===== src/rtl/vme_system_arbiter.sv =====
// vme_system_arbiter: slot-1 VME system controller.
// Arbitrates BR3..BR0 onto the BG daisy-chain heads, raises BCLR on
// higher-priority contention and runs the global bus timer (BERR on
// unacknowledged data strobes).
module vme_system_arbiter #(
  parameter int unsigned ARB_MODE      = 0,
  parameter int unsigned GRANT_TIMEOUT = 64,
  parameter int unsigned BUS_TIMEOUT   = 1024
) (
  input  logic       clock,
  input  logic       reset,
  input  logic       syscon_en,
  input  logic [3:0] vme_bus_request,
  input  logic       vme_bus_busy,
  input  logic       vme_as,
  input  logic [1:0] vme_ds,
  input  logic       vme_dtack,
  input  logic       vme_berr,
  output logic [3:0] vme_bus_grant,
  output logic       vme_bus_clear,
  output logic       vme_berr_out,
  output logic       timeout_flag,
  output logic [1:0] grant_level,
  output logic       status_led
);

  localparam int unsigned GCNT_W = $clog2(GRANT_TIMEOUT + 1);
  localparam int unsigned BCNT_W = $clog2(BUS_TIMEOUT + 1);
  localparam int unsigned SYNC_W = 9;

  typedef enum logic [1:0] {IDLE, GRANT, BUSY} state_t;

  logic [SYNC_W-1:0] sync1_q, sync2_q;
  logic [3:0]        br_s;
  logic              bbsy_s, dtack_s, berr_s;
  logic [1:0]        ds_s;

  state_t            state_q, state_d;
  logic [GCNT_W-1:0] gcnt_q, gcnt_d;
  logic              holdoff_q, holdoff_d;
  logic [1:0]        rr_ptr_q, rr_ptr_d;
  logic [1:0]        level_d;
  logic              arb_win;
  logic [1:0]        sel_level;
  logic              sel_found;
  logic              higher_req;
  logic [3:0]        grant_d;
  logic              clear_d, led_d;

  logic [BCNT_W-1:0] bcnt_q, bcnt_d;
  logic              bt_active, expire, berr_out_d, flag_d;

  // AS is deliberately ignored: the timer keys only on the data strobes.
  logic unused_as;
  assign unused_as = vme_as;

  // Two-flop synchronizers for every asynchronous VME input (idle = high).
  always_ff @(posedge clock or negedge reset) begin
    if (!reset) begin
      sync1_q <= '1;
      sync2_q <= '1;
    end else begin
      sync1_q <= {vme_bus_request, vme_bus_busy, vme_ds, vme_dtack, vme_berr};
      sync2_q <= sync1_q;
    end
  end

  assign br_s    = ~sync2_q[8:5];
  assign bbsy_s  = ~sync2_q[4];
  assign ds_s    = ~sync2_q[3:2];
  assign dtack_s = ~sync2_q[1];
  assign berr_s  = ~sync2_q[0];

  // Winner selection: fixed (highest index) or round robin below last grant.
  always_comb begin
    logic [1:0] idx;
    idx       = 2'd0;
    sel_level = 2'd0;
    sel_found = 1'b0;
    for (int i = 0; i < 4; i++) begin
      if (ARB_MODE == 0) idx = 2'(3 - i);
      else               idx = rr_ptr_q - 2'(i + 1);
      if (!sel_found && br_s[idx]) begin
        sel_found = 1'b1;
        sel_level = idx;
      end
    end
  end

  // Any request above the current owner's level (drives BCLR).
  always_comb begin
    higher_req = 1'b0;
    for (int i = 0; i < 4; i++) begin
      if (br_s[i] && (2'(i) > grant_level)) higher_req = 1'b1;
    end
  end

  // Arbiter state register plus registered arbiter outputs.
  always_ff @(posedge clock or negedge reset) begin
    if (!reset) begin
      state_q       <= IDLE;
      gcnt_q        <= '0;
      holdoff_q     <= 1'b0;
      rr_ptr_q      <= 2'd0;
      grant_level   <= 2'd0;
      vme_bus_grant <= 4'b1111;
      vme_bus_clear <= 1'b1;
      status_led    <= 1'b1;
    end else begin
      state_q       <= state_d;
      gcnt_q        <= gcnt_d;
      holdoff_q     <= holdoff_d;
      rr_ptr_q      <= rr_ptr_d;
      grant_level   <= level_d;
      vme_bus_grant <= grant_d;
      vme_bus_clear <= clear_d;
      status_led    <= led_d;
    end
  end

  // Next-state logic; a released bus idles one cycle before re-arbitration.
  always_comb begin
    state_d   = state_q;
    gcnt_d    = '0;
    holdoff_d = 1'b0;
    arb_win   = 1'b0;
    unique case (state_q)
      IDLE: begin
        if (!holdoff_q && !bbsy_s && sel_found) begin
          state_d = GRANT;
          arb_win = 1'b1;
        end
      end
      GRANT: begin
        gcnt_d = gcnt_q + GCNT_W'(1);
        if (bbsy_s)                                      state_d = BUSY;
        else if (gcnt_q == GCNT_W'(GRANT_TIMEOUT - 1))   state_d = IDLE;
      end
      BUSY: begin
        if (!bbsy_s) begin
          state_d   = IDLE;
          holdoff_d = 1'b1;
        end
      end
      default: state_d = IDLE;
    endcase
    if (!syscon_en) begin
      state_d   = IDLE;
      gcnt_d    = '0;
      holdoff_d = 1'b0;
      arb_win   = 1'b0;
    end
  end

  // Next values of the arbiter outputs, derived from the next state.
  always_comb begin
    level_d  = arb_win ? sel_level : grant_level;
    rr_ptr_d = arb_win ? sel_level : rr_ptr_q;
    grant_d  = 4'b1111;
    if (state_d == GRANT) grant_d = ~(4'b0001 << level_d);
    clear_d  = !((ARB_MODE == 0) && (state_d == BUSY) && higher_req);
    led_d    = !(state_d == BUSY);
    if (!syscon_en) level_d = 2'd0;
  end

  // Bus timer: count unacknowledged strobe cycles, fire BERR once, saturate.
  always_comb begin
    bt_active  = (|ds_s) && !dtack_s && !berr_s;
    expire     = bt_active && (bcnt_q == BCNT_W'(BUS_TIMEOUT)) && vme_berr_out;
    bcnt_d     = bcnt_q;
    berr_out_d = vme_berr_out;
    if (bt_active && (bcnt_q != BCNT_W'(BUS_TIMEOUT))) bcnt_d = bcnt_q + BCNT_W'(1);
    if (expire) berr_out_d = 1'b0;
    if (!(|ds_s)) begin
      bcnt_d     = '0;
      berr_out_d = 1'b1;
    end
    flag_d = expire;
    if (!syscon_en) begin
      bcnt_d     = '0;
      berr_out_d = 1'b1;
      flag_d     = 1'b0;
    end
  end

  // Bus timer registers.
  always_ff @(posedge clock or negedge reset) begin
    if (!reset) begin
      bcnt_q       <= '0;
      vme_berr_out <= 1'b1;
      timeout_flag <= 1'b0;
    end else begin
      bcnt_q       <= bcnt_d;
      vme_berr_out <= berr_out_d;
      timeout_flag <= flag_d;
    end
  end

endmodule


===== config.mk =====
export PLATFORM = sky130hd
export DESIGN_NAME = vme_system_arbiter
export DESIGN_NICKNAME = d
export VERILOG_FILES = /design/src/rtl/vme_system_arbiter.sv
export SDC_FILE = /design/constraint.sdc
export NUM_CORES = 1
export LEC_CHECK = 0
export CORE_MARGIN = 1
export CORE_UTILIZATION = 30
export CTS_BUF_LIST = sky130_fd_sc_hd__clkbuf_2 sky130_fd_sc_hd__clkbuf_4 sky130_fd_sc_hd__clkbuf_8
export CTS_CLUSTER_SIZE = 25
export DETAILED_ROUTE_END_ITERATION = 10
export PLACE_DENSITY = 0.5
export SLEW_MARGIN = 15
export SYNTH_ARGS = -nofsm -noshare
export SYNTH_HDL_FRONTEND = slang
export SYNTH_SLANG_ARGS = --single-unit

===== constraint.sdc =====
create_clock -name clock -period 2.2 [get_ports clock]
set_input_delay 0.44 -clock clock [delete_from_list [all_inputs] [get_ports clock]]
set_output_delay 0.44 -clock clock [all_outputs]
set_load 0.05 [all_outputs]

==> run_results.csv <==
group,metric,value,unit
critical_path,slowest_delay,0.80,ns
clock_tree,cts_tree,"built",
sta,relSlewSlack,62.14,%
logic_synthesis,avgSynthCellArea,12.03,um2
critical_path,critPathLaunch,"vme_berr_out$_DFFE_PN1P_",
floorplanning,dieArea,6743,um2
clock_tree,cts_setup_buffers,0,
route,initialDrtViolationCount,53,
critical_path,r2r-end,"bcnt_q[9]$_DFFE_PN0P_",
logic_synthesis,synth_ff_type,"dfstp_2",
placed_design,hpwl,2.519,mm
layout,multiInputGateArea,640.6,um2
critical_path,worstRegToRegCells,4,
critical_path,r2r-start,"sync2_q[0]$_DFF_PN1_",
critical_path,start_kind,"flip-flop",
sta,fin_setup_tns,0,ns
sta,finalSetupViolCount,0,
route,detail-route-antenna-nets,0,
placed_design,io_buffers,21,
floorplanning,ios,23,
logic_synthesis,synthDistinctLibCells,37,
layout,fillers,601,
floorplanning,core,6061,um2
critical_path,path_cells,"clkdlybuf4s50_1",
clock_tree,cts_buffers,5,
layout,seqCellArea,1257,um2
critical_path,critPathArrivalTime,1.65,ns
worst_hold_path,hold_class,"input pin to asynchronous set/reset pin",
logic_synthesis,synth_enable_flop_cells,0,
logic_synthesis,syn_inst,160,
route,num_vias,1272,
sta,tightest_slew,0.5679,ns
sta,hold_viol_final,0,
critical_path,required,1.76,ns
grt,track_usage,11.67,%
route,firstDrtPassIters,4,
layout,syn2layout_area_growth,22.61,%
grt,grt_overflow,0,
critical_path,critPathSlowestCell,"clkdlybuf4s50_1",
logic_synthesis,synth_top_area_share,34.11,%
grt,antenna_found_initial,0,
critical_path,critPathBufInv,1,
grt,grt_pass1_wl,5.837,mm
sta,rsz0062_at_grt,"no",
clock_tree,clock-sinks,49,
sta,fin_skew,0.005507,ns
sta,period_share,94.91,%
logic_synthesis,synth_area_leaders,"dfstp_2, dfrtp_1, nand3_1, nor2_1, xnor2_1",
route,drc_errors,0,
logic_synthesis,synthArstFlopShare,100.0,%
flow_run,cap_violations,0,
logic_synthesis,ys_warn_count,0,
layout,fin_cells,267,
sta,max_freq,478.9,MHz
sta,holdWs,0.1214,ns
logic_synthesis,seq_area_frac_synth,65.30,%
layout,diodes,0,
route,drt-vias-per-instance,4.764,
logic_synthesis,yosysTopAreaCell,"dfstp_2",
layout,nets,207,
outcome,outcome,"finished, final reports clean",
floorplanning,initial_core_util,31.77,%
floorplanning,die_w,82.12,um
critical_path,crit_path_max_fanout,3,
clock_tree,htreeDepth,2,
logic_synthesis,syn-num-nets,176,
pwr,powerDensity,695.6,nW/um2
critical_path,critPathTopFamily,"buffers and inverters",
clock_tree,insertion_delay,0.29,ns
critical_path,crit_path_end_kind,"output port",
sta,slew_violations,0,
floorplanning,num_rows,28,
pwr,p_leak,0.9404,nW
sta,layout_min_cycle_time,2.088,ns
clock_tree,cts_buffer_depth,2,
logic_synthesis,synth_seq_cells,49,
route,drt_wl_total,3.454,mm
grt,grt_max_degree,26,
route,wl_per_cell,12.94,um
critical_path,r2r_slack,0.21,ns
clock_tree,cts_root_buf,"clkbuf_8",
layout,drive_gt1_share,22.40,%
grt,grt_pass1_vias,1251,
floorplanning,die_h,82.12,um
critical_path,crit_type,"flip-flop to output port",
placed_design,dpl.cell_count,259,
pwr,peakVddDrop,0.3357,mV
placed_design,globalplace.congestion,0.7608,
logic_synthesis,syn-cell-area,1926,um2
layout,final_cell_mix,"dfstp_2, dfrtp_1, clkdlybuf4s50_1",
layout,final_common_cell,"dfstp_2",
clock_tree,clkTransAtPathRegs,0.09,ns
## through the flow
stage / utilization [%] / setup slack, ns / power, W / cell area (um2)
global route: 38.96 / 0.06596 / 0.001721 / 2361
global placement: 37.39 / 0.1542 / 0.001132 / 2266
finish: 38.96 / 0.1120 / 0.001642 / 2361
floorplan: - / 0.2547 / 0.001056 / 1926
detailed placement: 37.39 / 0.1376 / 0.001136 / 2266
CTS: 38.89 / 0.09459 / 0.001672 / 2357
## report_power, final
group	leakage (nW)	total (W)	switching, W	internal (W)
Clock	0.0408	0.000525	0.000289	0.000236
Sequential	0.595	0.000967	0.0000194	0.000948
Combinational	0.304	0.000150	0.0000897	0.0000598
## routing by layer
| metal | wire length (um) | vias up | part of all wire [%] | global-route usage, % |
|---|---|---|---|---|
| li1 | - | 625 | - | - |
| met1 | 1610 | 617 | 47 | 14.70 |
| met2 | 1671 | 24 | 48 | 19.09 |
| met3 | 118 | 6 | 3.4 | 2.967 |
| met4 | 55 | 0 | 1.6 | 4.737 |
| met5 | 0 | - | 0 | 0 |
## layout make-up
class | instances | area share (%)
well taps | 75 | 3.975
multi-input cells | 103 | 27.13
flip-flops and latches | 49 | 53.26
inverters | 6 | 0.9539
clock inverters | 2 | 0.6359
clock buffers | 6 | 3.233
repair buffers | 26 | 10.81
## kinds of logic after synthesis
kind of cell | synth area share, %
AND/OR/NAND/NOR | 18.52
flip-flops | 65.30
XOR/XNOR | 3.639
adder cells (fa/ha/maj) | 1.950
buffers and inverters | 1.624
AO/OA/AOI/OAI | 7.927
multiplexers | 1.040
## synthesized netlist by cell type (5+ instances only)
master	instances
a21oi_1	6
o21ai_0	5
nand3_1	12
dfrtp_1	24
xnor2_1	6
nand2_1	13
inv_1	6
nor2_1	16
dfstp_2	25
## worst max path at each step
stage / to / slack [ns] / cells past startpoint
floorplan: bcnt_q[9]$_DFFE_PN0P_ / 0.25 / 5
global placement: bcnt_q[9]$_DFFE_PN0P_ / 0.15 / 4
detailed placement: bcnt_q[9]$_DFFE_PN0P_ / 0.14 / 4
CTS: vme_berr_out / 0.09 / 1
global route: vme_berr_out / 0.07 / 1
finish: vme_berr_out / 0.11 / 1
## what timing repair did
item	4_1_cts	5_1_grt
hold buffers	0	0
endpoints found under the setup margin	0	1
resized for setup	0	1
## sequential cells by signal (all words and copies together) (netlist names)
name and cells:
grant_level 2, sync1_q 9, vme_bus_grant 4, bcnt_q 11
gcnt_q 7, vme_berr_out 1, vme_bus_clear 1, state_q 2
status_led 1, sync2_q 9, timeout_flag 1, holdoff_q 1
No activity file was read; power rests on OpenSTA's default activity.
